===== config.mk =====
export PLATFORM = sky130hd
export DESIGN_NAME = led_refresh_scheduler
export DESIGN_NICKNAME = d
export VERILOG_FILES = /design/src/rtl/led_refresh_scheduler.sv
export SDC_FILE = /design/constraint.sdc
export NUM_CORES = 1
export LEC_CHECK = 0
export ABC_AREA = 1
export BUFFER_PORTS_ARGS = -buffer_cell sky130_fd_sc_hd__buf_4
export CORE_UTILIZATION = 60
export DETAILED_ROUTE_END_ITERATION = 6
export PLACE_DENSITY = 0.77
export SYNTH_ARGS = -nofsm -noshare
export SYNTH_HDL_FRONTEND = slang
export SYNTH_SLANG_ARGS = --single-unit

===== constraint.sdc =====
create_clock -name clk -period 2.75 [get_ports clk]
set_input_delay 0.55 -clock clk [delete_from_list [all_inputs] [get_ports clk]]
set_output_delay 0.55 -clock clk [all_outputs]
set_load 0.03 [all_outputs]

===== src/rtl/led_refresh_scheduler.sv =====
// LED cell buffer arbiter and frame sequencer: round-robin write grants,
// refresh_lock while a client owns the buffer, rate-limited refresh pulses
// and periodic keepalive frames.
module led_refresh_scheduler #(
    parameter int unsigned NUM_CLIENTS      = 3,
    parameter int unsigned MIN_FRAME_CYCLES = 1500000,
    parameter int unsigned KEEPALIVE_CYCLES = 50000000,
    parameter int unsigned MAX_HOLD_CYCLES  = 65536
) (
    input  logic                   clk,
    input  logic                   rst,
    input  logic [NUM_CLIENTS-1:0] req,
    input  logic [NUM_CLIENTS-1:0] done,
    output logic [NUM_CLIENTS-1:0] gnt,
    output logic                   refresh_lock,
    output logic                   refresh,
    output logic [NUM_CLIENTS-1:0] timeout_err
);

    localparam int unsigned HOLDOFF_W = $clog2(MIN_FRAME_CYCLES);
    localparam int unsigned KEEP_W    = $clog2(KEEPALIVE_CYCLES);
    localparam int unsigned HOLD_W    = $clog2(MAX_HOLD_CYCLES);
    localparam int unsigned RR_W      = (NUM_CLIENTS > 1) ? $clog2(NUM_CLIENTS) : 1;

    localparam logic [HOLDOFF_W-1:0] HOLDOFF_RELOAD = HOLDOFF_W'(MIN_FRAME_CYCLES - 1);
    localparam logic [KEEP_W-1:0]    KEEP_RELOAD    = KEEP_W'(KEEPALIVE_CYCLES - 1);
    localparam logic [HOLD_W-1:0]    HOLD_LAST      = HOLD_W'(MAX_HOLD_CYCLES - 1);
    localparam logic [RR_W-1:0]      RR_RESET       = RR_W'(NUM_CLIENTS - 1);

    typedef enum logic [1:0] {
        S_IDLE,
        S_GUARD,
        S_GRANT
    } state_t;

    state_t                   state_q, state_d;
    logic [NUM_CLIENTS-1:0]   gnt_d, timeout_err_d;
    logic                     refresh_lock_d, refresh_d;
    logic                     dirty_q, dirty_d;
    logic [HOLDOFF_W-1:0]     holdoff_q, holdoff_d;
    logic [KEEP_W-1:0]        keepalive_q, keepalive_d;
    logic [HOLD_W-1:0]        hold_cnt_q, hold_cnt_d;
    logic [RR_W-1:0]          rr_ptr_q, rr_ptr_d;
    logic                     guard_q, guard_d;

    logic [RR_W-1:0]          pick;
    logic                     pick_valid;
    logic                     ka_zero;

    assign ka_zero = (keepalive_q == '0);

    // Round-robin pick: first requester after the last granted index.
    always_comb begin
        pick       = '0;
        pick_valid = 1'b0;
        for (int unsigned i = 1; i <= NUM_CLIENTS; i++) begin
            if (!pick_valid && req[RR_W'((32'(rr_ptr_q) + i) % NUM_CLIENTS)]) begin
                pick       = RR_W'((32'(rr_ptr_q) + i) % NUM_CLIENTS);
                pick_valid = 1'b1;
            end
        end
    end

    // Next-state, counters and registered-output next values.
    always_comb begin
        state_d        = state_q;
        gnt_d          = gnt;
        refresh_lock_d = refresh_lock;
        refresh_d      = 1'b0;
        timeout_err_d  = timeout_err;
        dirty_d        = dirty_q | ka_zero;
        holdoff_d      = (holdoff_q == '0) ? holdoff_q : holdoff_q - HOLDOFF_W'(1);
        keepalive_d    = ka_zero ? KEEP_RELOAD : keepalive_q - KEEP_W'(1);
        hold_cnt_d     = hold_cnt_q;
        rr_ptr_d       = rr_ptr_q;
        guard_d        = guard_q;

        case (state_q)
            S_IDLE: begin
                // A keepalive expiry counts as dirty in the same cycle.
                if ((dirty_q || ka_zero) && (holdoff_q == '0)) begin
                    refresh_d   = 1'b1;
                    dirty_d     = 1'b0;
                    holdoff_d   = HOLDOFF_RELOAD;
                    keepalive_d = KEEP_RELOAD;
                    guard_d     = 1'b0;
                    state_d     = S_GUARD;
                end else if (pick_valid) begin
                    gnt_d          = '0;
                    gnt_d[pick]    = 1'b1;
                    refresh_lock_d = 1'b1;
                    rr_ptr_d       = pick;
                    hold_cnt_d     = '0;
                    state_d        = S_GRANT;
                end
            end
            S_GUARD: begin
                // Two cycles with lock low so the controller snapshots cells.
                if (guard_q) begin
                    guard_d = 1'b0;
                    state_d = S_IDLE;
                end else begin
                    guard_d = 1'b1;
                end
            end
            S_GRANT: begin
                hold_cnt_d = (hold_cnt_q == HOLD_LAST) ? hold_cnt_q : hold_cnt_q + HOLD_W'(1);
                if (done[rr_ptr_q]) begin
                    dirty_d        = 1'b1;
                    gnt_d          = '0;
                    refresh_lock_d = 1'b0;
                    state_d        = S_IDLE;
                end else if (!req[rr_ptr_q]) begin
                    gnt_d          = '0;
                    refresh_lock_d = 1'b0;
                    state_d        = S_IDLE;
                end else if (hold_cnt_q == HOLD_LAST) begin
                    timeout_err_d[rr_ptr_q] = 1'b1;
                    dirty_d                 = 1'b1;
                    gnt_d                   = '0;
                    refresh_lock_d          = 1'b0;
                    state_d                 = S_IDLE;
                end
            end
            default: begin
                gnt_d          = '0;
                refresh_lock_d = 1'b0;
                state_d        = S_IDLE;
            end
        endcase
    end

    // State and output registers with synchronous reset.
    always_ff @(posedge clk) begin
        if (rst) begin
            state_q      <= S_IDLE;
            gnt          <= '0;
            refresh_lock <= 1'b0;
            refresh      <= 1'b0;
            timeout_err  <= '0;
            dirty_q      <= 1'b1;
            holdoff_q    <= '0;
            keepalive_q  <= KEEP_RELOAD;
            hold_cnt_q   <= '0;
            rr_ptr_q     <= RR_RESET;
            guard_q      <= 1'b0;
        end else begin
            state_q      <= state_d;
            gnt          <= gnt_d;
            refresh_lock <= refresh_lock_d;
            refresh      <= refresh_d;
            timeout_err  <= timeout_err_d;
            dirty_q      <= dirty_d;
            holdoff_q    <= holdoff_d;
            keepalive_q  <= keepalive_d;
            hold_cnt_q   <= hold_cnt_d;
            rr_ptr_q     <= rr_ptr_d;
            guard_q      <= guard_d;
        end
    end

endmodule

==> results.py, run 1 <==
metrics = {
    "setup_path": {
        "worstRegToRegCells": 12,
        "worstSetupPathType": "reg -> reg",
        "cp_max_fo": 17,
        "startpoint_type": "flop",
        "crit_path_end_kind": "flop",
        "required_ps": 2970,
        "cp_data_arrival_time_ps": 2570,
    },
    "synthesis": {
        "yosysTopAreaCellShare_pct": 35.5,
        "ys_ff_latch": 77,
        "syn_inst": 640,
        "synth_edf_count": 0,
        "synth-simple-area-share_pct": 39.1,
        "synth_most_common_cell": "nand2_1",
        "synthMuxAreaShare_pct": 0,
        "synth_fa_ha_area_share_pct": 2.88,
        "synthArstFlopShare_pct": 0,
        "synth_compound_area_share_pct": 9.48,
        "synthFlopType": "dfxtp_1",
        "synth.distinct_cells": 33,
        "avgSynthCellArea_um2": 6.78,
        "yosys_warnings": 0,
        "synth-xor-area-share_pct": 5.45,
        "seq_area_frac_synth_pct": 35.5,
        "synth_top_family_by_area": "simple AND/OR/NAND/NOR gates",
        "synth_commonest_cells": "nand2_1 (153), nor2_1 (104), dfxtp_1 (77), inv_1 (65), nand3_1 (46)",
        "synth_top_area_cell": "dfxtp_1",
        "synth_area_leaders": "dfxtp_1 (36%), nand2_1 (13%), nor2_1 (9.0%)",
        "synthesis.area_um2": 4340,
        "synth_nets": 658,
    },
    "pwr": {
        "vdd_drop_max_uv": 584,
        "p_per_area_nw_per_um2": 950,
        "p_leak_nw": 2.06,
        "finalPower_mw": 4.50,
    },
    "floorplanning": {
        "die_y_um": 87.1,
        "die-width_um": 87.1,
        "core-area_um2": 6910,
        "rows": 30,
        "ios": 16,
        "initial_core_util_pct": 62.8,
        "dieArea_um2": 7580,
    },
    "clocking": {
        "clk_pin_slew_ps": 80,
        "post_cts_resized": 0,
        "cts_sinks": 77,
        "cts.path.max_buffers": 2,
        "clock_latency_ps": 350,
        "cts_setup_buffers": 0,
        "root_buffer": "clkbuf_8",
        "htreeDepth": 3,
        "ctsHoldBuffers": 0,
        "cts_buffers": 9,
        "cts_tree": "done",
    },
    "final_layout": {
        "design_area_um2": 4730,
        "fillers": 636,
        "num_antenna_cells": 0,
        "layout.nets": 675,
        "drive_above_1_share_pct": 12.2,
        "fin_util_pct": 68.6,
        "area.growth.synth_to_final_pct": 9.08,
    },
    "timing": {
        "worst_pin_slew_ps": 654,
        "hold_viol": 0,
        "skew_ps": 9.85,
        "tns_ps": 0,
        "setup_viol": 0,
        "slew_violations": 0,
        "fmax_ghz": 0.426,
        "fin_crit_sh_pct": 85.4,
        "worst_hold_slack_ps": 403,
        "rsz0062_at_grt": "no",
        "max-slew-margin-rel_pct": 56.0,
        "fin_crit_ps": 2350,
    },
    "routing": {
        "via_per_inst": 5.31,
        "drc": 0,
        "first_iter_violations": 166,
        "postRouteAntennaNets": 0,
        "drt_first_pass_iters": 5,
        "wl_per_cell_um": 12.4,
        "vias": 4028,
        "routed_wl_um": 9360,
    },
    "run": {
        "cap_violations": 0,
    },
    "global_route": {
        "grt_pass1_wl_um": 16100,
        "grt_max_degree": 44,
        "grt_usage_pct": 26.7,
        "grt_pass1_vias": 3724,
        "antenna_found_initial": 0,
        "overflow": 0,
    },
    "status": {
        "status": "finished clean",
    },
    "placement": {
        "dp_hpwl_um": 6860,
        "dpl_cell_area_um2": 4520,
        "gp_congestion": 0.858,
        "numPortBuffers": 15,
    },
    "min_path": {
        "holdCritPathClass": "reg -> reg",
        "min_path_cells": 1,
    },
}
==> final timing paths <==
path,startpoint,endpoint,slack (ps)
min reg2reg,keepalive_q[0],keepalive_q[0],400
max reg2reg,rr_ptr_q[0],hold_cnt_q[1],400
max,rr_ptr_q[0],hold_cnt_q[1],400
min,keepalive_q[0],keepalive_q[0],400
==> logic make-up (layout without fill, tap and decap cells) <==
group	Yosys count	in the layout
buffers and inverters	79	101
AOI/OAI and AO/OA	69	69
DFF	77	77
and+or+nand+nor	378	378
adders and majority gates	10	10
xor gates and xnor gates	27	27
==> power by group <==
group          internal [mW]  leakage (nW)  switching [mW]  total, mW
sequential              1.30         0.627           0.148       1.45
clock                  0.493         0.106           0.401      0.894
combinational          0.697          1.33            1.46       2.16
==> area by class of cell <==
| class | instances | area [µm²] | area share (%) |
|---|---|---|---|
| multi-input cells | 484 | 2470 | 52.2 |
| flip-flops and latches | 77 | 1540 | 32.6 |
| clock inverters | 3 | 42.5 | 0.899 |
| inverters | 67 | 256 | 5.42 |
| repair buffers | 18 | 135 | 2.85 |
| well taps | 96 | 120 | 2.54 |
| clock buffers | 13 | 169 | 3.57 |
==> state kept, by name, summed over array words and instances, names as in the netlist <==
name          flops
hold_cnt_q       16
refresh_lock      1
holdoff_q        21
timeout_err       3
guard_q           1
refresh           1
dirty_q           1
keepalive_q      26
gnt               3
state_q           2
rr_ptr_q          2
==> stage by stage <==
stage | setup slack [ps] | cells
after floorplan | 708 | 640
after global placement | 518 | 742
final | 402 | 758
after CTS | 421 | 758
after detailed placement | 466 | 742
after global routing | 168 | 758
==> cell usage in the layout, fill, tap and decap left out <==
cell type / Yosys / layout
nand2_2: 12 / 12
clkinv_4: 1 / 1
clkbuf_1: 7 / 1
clkinvlp_4: 0 / 1
nor2_4: 1 / 1
nand3_4: 2 / 2
o21bai_1: 3 / 3
nand3b_1: 2 / 2
o31ai_1: 3 / 3
o21ai_0: 16 / 16
xor2_1: 18 / 18
clkinv_2: 0 / 1
nor3_1: 10 / 10
inv_1: 65 / 65
nor4_1: 2 / 2
a211oi_1: 1 / 1
a21oi_2: 10 / 10
inv_2: 1 / 1
clkbuf_8: 0 / 12
nor2_1: 104 / 104
buf_4: 0 / 18
a31oi_1: 4 / 4
nand2_1: 153 / 153
xnor2_1: 9 / 9
bufinv_16: 0 / 1
nand3_1: 46 / 46
nand4_4: 1 / 1
a21oi_1: 30 / 30
o211ai_1: 1 / 1
or2_2: 10 / 10
ha_1: 10 / 10
nor2_2: 9 / 9
nand4_1: 26 / 26
a31o_2: 1 / 1
dfxtp_1: 77 / 77
==> critical path, cell delays in order, from the launching register on <==
cell and delay [ps]:
dfxtp_1 470, inv_1 140, ha_1 380, nand2_1 80, inv_1 40, o21ai_0 260
nand2_1 100, inv_1 80, nand3_1 180, nand3_4 290, nand2_1 80, nand2_1 60
nor2_1 40
==> layer usage <==
| metal | GRT usage, % | part of all wire (%) | vias up |
|---|---|---|---|
| li1 | - | - | 2101 |
| met4 | 10.3 | 1.2 | 0 |
| met5 | 0 | 0 | - |
| met3 | 5.97 | 4.0 | 13 |
| met2 | 45.0 | 47 | 82 |
| met1 | 33.2 | 48 | 1832 |
Power figures use the tool's default switching activity.
==> inputs of run 2 (changes only) <==
CORE_UTILIZATION = 56   (was 60)
PLACE_DENSITY = 0.75   (was 0.77)
clock period = 2.1 ns   (was 2.75 ns; I/O delays follow)
==> results.py, run 2 (synthesis gave the netlist of run 1 again) <==
metrics = {
    "global_route": {
        "grt_pass1_wl_um": 16700,
        "grt_usage_pct": 24.7,
        "overflow": 0,
        "grt_max_degree": 33,
        "antenna_found_initial": 0,
        "grt_pass1_vias": 3954,
    },
    "run": {
        "cap_violations": 0,
    },
    "timing": {
        "fmax_ghz": 0.511,
        "slew_violations": 0,
        "fin_crit_ps": 1960,
        "worst_pin_slew_ps": 661,
        "worst_slack_ps": 145,
        "max-slew-margin-rel_pct": 55.8,
        "tns_ps": 0,
        "worst_hold_slack_ps": 319,
        "fin_crit_sh_pct": 93.1,
        "skew_ps": 15.1,
        "setup_viol": 0,
        "hold_viol": 0,
    },
    "pwr": {
        "p_leak_nw": 2.14,
        "p_per_area_nw_per_um2": 1230,
        "vdd_drop_max_uv": 882,
    },
    "min_path": {
        "hold_end": "holdoff_q[11]",
        "min_from": "rst",
        "min_path_cells": 2,
        "holdCritPathClass": "in -> reg",
    },
    "final_layout": {
        "fin_util_pct": 66.9,
        "largestRegisters": "keepalive_q x26, holdoff_q x21, hold_cnt_q x16",
        "layout_commonest_cell": "nand2_1",
        "layout.nets": 692,
        "design_area_um2": 4930,
        "area.growth.synth_to_final_pct": 13.5,
        "largest_register": "keepalive_q",
        "drive_above_1_share_pct": 16.5,
        "final_cell_mix": "nand2_1 (153), nor2_1 (102), dfxtp_1 (77), inv_1 (63), nand3_1 (42)",
        "num_antenna_cells": 0,
        "largest_register_ffs": 26,
    },
    "clocking": {
        "cts_tree": "done",
        "cts_buffers": 9,
        "cts_sinks": 77,
        "ctsHoldBuffers": 0,
        "clock_latency_ps": 370,
        "clk_pin_slew_ps": 80,
        "cts.path.max_buffers": 2,
        "htreeDepth": 3,
        "root_buffer": "clkbuf_8",
    },
    "routing": {
        "first_iter_violations": 157,
        "drc": 0,
        "via_per_inst": 5.32,
        "wl_per_cell_um": 12.6,
        "vias": 4136,
        "postRouteAntennaNets": 0,
        "drt_first_pass_iters": 5,
        "routed_wl_um": 9800,
    },
    "setup_path": {
        "reg2reg_slack_ps": 140,
        "cp_max_fo": 8,
        "worstPathCellList": "inv_1, buf_4, ha_2, inv_1, nor2_1, nor3_2, nor2_1, nand3_4, buf_6, nand4_1, a21oi_1",
        "worstRegToRegCells": 11,
        "rr_endpoint": "hold_cnt_q[9]",
        "required_ps": 2340,
        "cp_data_arrival_time_ps": 2190,
        "crit_slowest_cell": "dfxtp_1",
        "rr_startpoint": "rr_ptr_q[1]",
        "slowest_delay_ps": 320,
        "worstSetupPathType": "reg -> reg",
        "crit_path_end_kind": "flop",
        "startpoint_type": "flop",
    },
    "floorplanning": {
        "core-area_um2": 7370,
        "ios": 16,
        "rows": 31,
        "die-width_um": 90.0,
        "dieArea_um2": 8110,
        "die_y_um": 90.0,
        "initial_core_util_pct": 58.9,
    },
    "placement": {
        "gp_congestion": 0.933,
        "dp_hpwl_um": 6810,
        "numPortBuffers": 15,
        "dpl_cell_area_um2": 4600,
        "dp_slack_ps": -42.4,
    },
    "status": {
        "status": "finished clean",
    },
}
## run 2: cell types whose count changed in the layout (fill, tap and decap cells not counted), moves of 3 or more
cell | previous run | this run
buf_4 | 18 | 33
clkinv_4 | 1 | 4
nand3_1 | 46 | 42
nand3_2 | 0 | 3
## run 2: metrics by stage
step	power (mW)	instances
6_report	6.05	778
5_1_grt	6.53	778
4_1_cts	5.89	772
3_5_place_dp	4.74	755
3_3_place_gp	4.69	755
2_1_floorplan	4.18	640
## run 2: cell type report
cell class | count | area, µm²
multi-input combinational | 485 | 2560
clock inverter | 6 | 47.5
timing repair buffer | 34 | 259
fill | 686 | 2440
tap | 99 | 124
inverter | 67 | 260
sequential | 77 | 1540
clock buffer | 10 | 138
## run 2: critical path, delay by kind of cell, from the launching register on
family / cells / cell delay (ps)
AO/OA/AOI/OAI: 1 / 70
adder cells (fa/ha/maj): 1 / 240
buffers and inverters: 4 / 500
flip-flops: 1 / 320
AND/OR/NAND/NOR: 5 / 720
## run 2: worst max-delay path by stage
stage                endpoint  slack (ps)   startpoint
3_3_place_gp    hold_cnt_q[1]          30  rr_ptr_q[0]
4_1_cts        hold_cnt_q[15]           2  rr_ptr_q[0]
3_5_place_dp    hold_cnt_q[1]         -40  rr_ptr_q[0]
6_report        hold_cnt_q[9]         140  rr_ptr_q[1]
5_1_grt         hold_cnt_q[5]          -3  rr_ptr_q[0]
2_1_floorplan     rr_ptr_q[1]          60  rr_ptr_q[0]
## run 2: power by group
| part | internal [mW] | total [mW] | switching, mW |
|---|---|---|---|
| registers | 1.70 | 1.87 | 0.166 |
| logic | 1.07 | 3.11 | 2.04 |
| clock network | 0.470 | 1.08 | 0.610 |
## run 2: per-layer routing
metal | global-route usage, % | wire length [µm] | part of all wire (%) | up-vias
li1 | - | - | - | 2143
met1 | 29.2 | 4520 | 46 | 1904
met2 | 43.0 | 4800 | 49 | 81
met3 | 5.41 | 372 | 3.8 | 8
met4 | 10.5 | 111 | 1.1 | 0
met5 | 0 | 0 | 0 | -
## run 2: repair_timing
action,CTS,global route
resized for setup,2,17
endpoints found under the setup margin,15,49
gates cloned,1,0
buffers inserted,0,6
pin swaps,1,3
==> inputs of run 3 (changes only) <==
ABC_AREA = default   (was 1)
CAP_MARGIN = 20   (was default)
CORE_UTILIZATION = 55   (was 56)
PLACE_DENSITY = 0.74   (was 0.75)
==> results.py, run 3 <==
metrics = {
    "status": {
        "status": "finished, violations left",
        "violations": "setup timing",
    },
    "synthesis": {
        "seq_area_frac_synth_pct": 39.6,
        "avgSynthCellArea_um2": 8.81,
        "syn_inst": 442,
        "synthFlopType": "dfxtp_1",
        "synth_commonest_cells": "dfxtp_1 (77), nand2_1 (44), nor2_1 (38), a21oi_1 (28), xnor2_1 (28)",
        "ys_ff_latch": 77,
        "synth.distinct_cells": 61,
        "synth_edf_count": 0,
        "yosysTopAreaCellShare_pct": 39.6,
        "synthArstFlopShare_pct": 0,
        "synthesis.area_um2": 3890,
        "yosys_warnings": 0,
        "synth_most_common_cell": "dfxtp_1",
        "synth_nets": 460,
        "synth_area_leaders": "dfxtp_1 (40%), xnor2_1 (6.3%), nand2_1 (4.2%)",
        "synth_top_area_cell": "dfxtp_1",
    },
    "final_layout": {
        "layout_commonest_cell": "buf_4",
        "area.growth.synth_to_final_pct": 26.3,
        "num_antenna_cells": 0,
        "drive_above_1_share_pct": 28.3,
        "layout.nets": 538,
        "fillers": 518,
        "largestRegisters": "keepalive_q x26, holdoff_q x21, hold_cnt_q x16",
        "fin_util_pct": 72.0,
        "largest_register_ffs": 26,
        "final_cell_mix": "buf_4 (75), dfxtp_1 (73), nand2_1 (43), nor2_1 (36)",
        "largest_register": "keepalive_q",
    },
    "floorplanning": {
        "dieArea_um2": 7420,
        "die-width_um": 86.1,
        "ios": 16,
        "rows": 30,
        "core-area_um2": 6830,
        "die_y_um": 86.1,
        "initial_core_util_pct": 57.0,
    },
    "global_route": {
        "grt_pass1_wl_um": 14600,
        "grt_usage_pct": 25.0,
        "overflow": 0,
        "grt_pass1_vias": 3335,
        "antenna_found_initial": 0,
        "grt_max_degree": 29,
    },
    "setup_path": {
        "cp_num_cells": 6,
        "cp_max_fo": 19,
        "crit_buf_inv": 0,
        "crit_slowest_cell": "or4_4",
        "startpoint_type": "flop",
        "worstSetupPathType": "reg -> reg",
        "cp_data_arrival_time_ps": 2510,
        "required_ps": 2350,
        "worstPathCellList": "or4_4, or4_4, nor4_4, a21o_4, or4_1, a21oi_2",
        "slowest_delay_ps": 550,
        "crit_path_end_kind": "flop",
        "cpLargestDelayFamily": "simple AND/OR/NAND/NOR gates",
        "cpMostUsedCell": "or4_4",
        "worstRegToRegCells": 6,
    },
    "timing": {
        "worst_slack_ps": -168,
        "max-slew-margin-rel_pct": 68.9,
        "fin_crit_sh_pct": 108,
        "rsz0062_at_grt": "yes",
        "skew_ps": 11.6,
        "hold_viol": 0,
        "fmax_ghz": 0.441,
        "setup_viol": 33,
        "worst_pin_slew_ps": 465,
        "worst_hold_slack_ps": 421,
        "fin_crit_ps": 2270,
        "slew_violations": 0,
    },
    "routing": {
        "wl_met1_um": 4140,
        "postRouteAntennaNets": 0,
        "first_iter_violations": 168,
        "via_per_inst": 5.61,
        "drc": 0,
        "met3WireLength_um": 243,
        "routed_wl_um": 8750,
        "wl_per_cell_um": 14.1,
        "wl_met2_um": 4200,
        "vias": 3470,
        "drt_first_pass_iters": 4,
        "top_layer_used": "met4",
    },
    "min_path": {
        "holdCritPathClass": "in -> reg",
        "min_path_cells": 2,
    },
    "run": {
        "cap_violations": 0,
    },
    "placement": {
        "gp_congestion": 0.813,
        "dp_hpwl_um": 6230,
        "numPortBuffers": 15,
    },
    "pwr": {
        "finalPower_mw": 6.37,
        "p_leak_nw": 1.83,
        "p_per_area_nw_per_um2": 1300,
        "vdd_drop_max_uv": 619,
    },
    "clocking": {
        "cts_sinks": 77,
        "cts_tree": "done",
        "htreeDepth": 3,
        "cts_buffers": 9,
        "clk_pin_slew_ps": 80,
        "cts.path.max_buffers": 2,
        "clock_latency_ps": 370,
        "root_buffer": "clkbuf_8",
    },
}
[run 3: cell count changes in the layout (fill, tap and decap cells not counted), sizes merged, moves of 17 or more]
cell | before | now
nand2 | 165 | 45
nor2 | 114 | 38
inv | 66 | 16
buf | 34 | 76
nand3 | 49 | 16
xnor2 | 9 | 28
nand4 | 27 | 10
or3 | 0 | 17
[run 3: area by class of cell]
class                   instances  area [µm²]  area share (%)
multi-input cells             340        2390            48.7
flip-flops and latches         77        1550            31.6
repair buffers                 76         574            11.7
clock buffers                  10         138            2.80
well taps                      96         120            2.44
clock inverters                 4        73.8            1.50
inverters                      16        65.1            1.32
[run 3: metal layers]
layer	vias up	track usage, %
li1	1757	-
met1	1644	31.3
met2	58	42.1
met3	11	3.56
met4	0	12.3
met5	-	0
[run 3: worst paths after layout]
check | startpoint | end | slack, ps
worst min-delay path | rst | refresh | 420
worst max-delay path | holdoff_q[5] | hold_cnt_q[5] | -170
worst min register to register | keepalive_q[13] | keepalive_q[13] | 460
worst max register to register | holdoff_q[5] | hold_cnt_q[5] | -170
[run 3: logic make-up (layout without fill, tap and decap cells)]
| logic type | Yosys count | after routing | share of synthesized area, % |
|---|---|---|---|
| simple gates | 199 | 199 | 28.4 |
| compound gates | 88 | 88 | 16.1 |
| flops | 77 | 77 | 39.6 |
| xor+xnor | 39 | 39 | 8.77 |
| buf+inv | 25 | 106 | 2.83 |
| fa+ha+maj | 10 | 10 | 3.21 |
| mux | 4 | 4 | 1.06 |
[run 3: stage by stage]
step	cell area, µm²	setup slack [ps]	cells	setup TNS [ps]
2_1_floorplan	3990	-45.3	442	-494
3_3_place_gp	4610	-106	603	-2100
3_5_place_dp	4610	-147	603	-3050
4_1_cts	4870	-170	618	-2540
5_1_grt	4920	-262	619	-5950
6_report	4920	-168	619	-2960
[run 3: report_power, final]
part	internal (mW)	leakage, nW	switching, mW
Combinational	1.51	1.10	1.73
Sequential	1.70	0.628	0.204
Clock	0.688	0.108	0.541
[run 3: timing repair]
item                       in CTS  in global routing
hold buffers                    0                  0
pin swaps                       3                  3
buffers inserted                1                  1
resized for setup               8                  9
setup endpoints to repair      38                 53
cloned                          0                  0
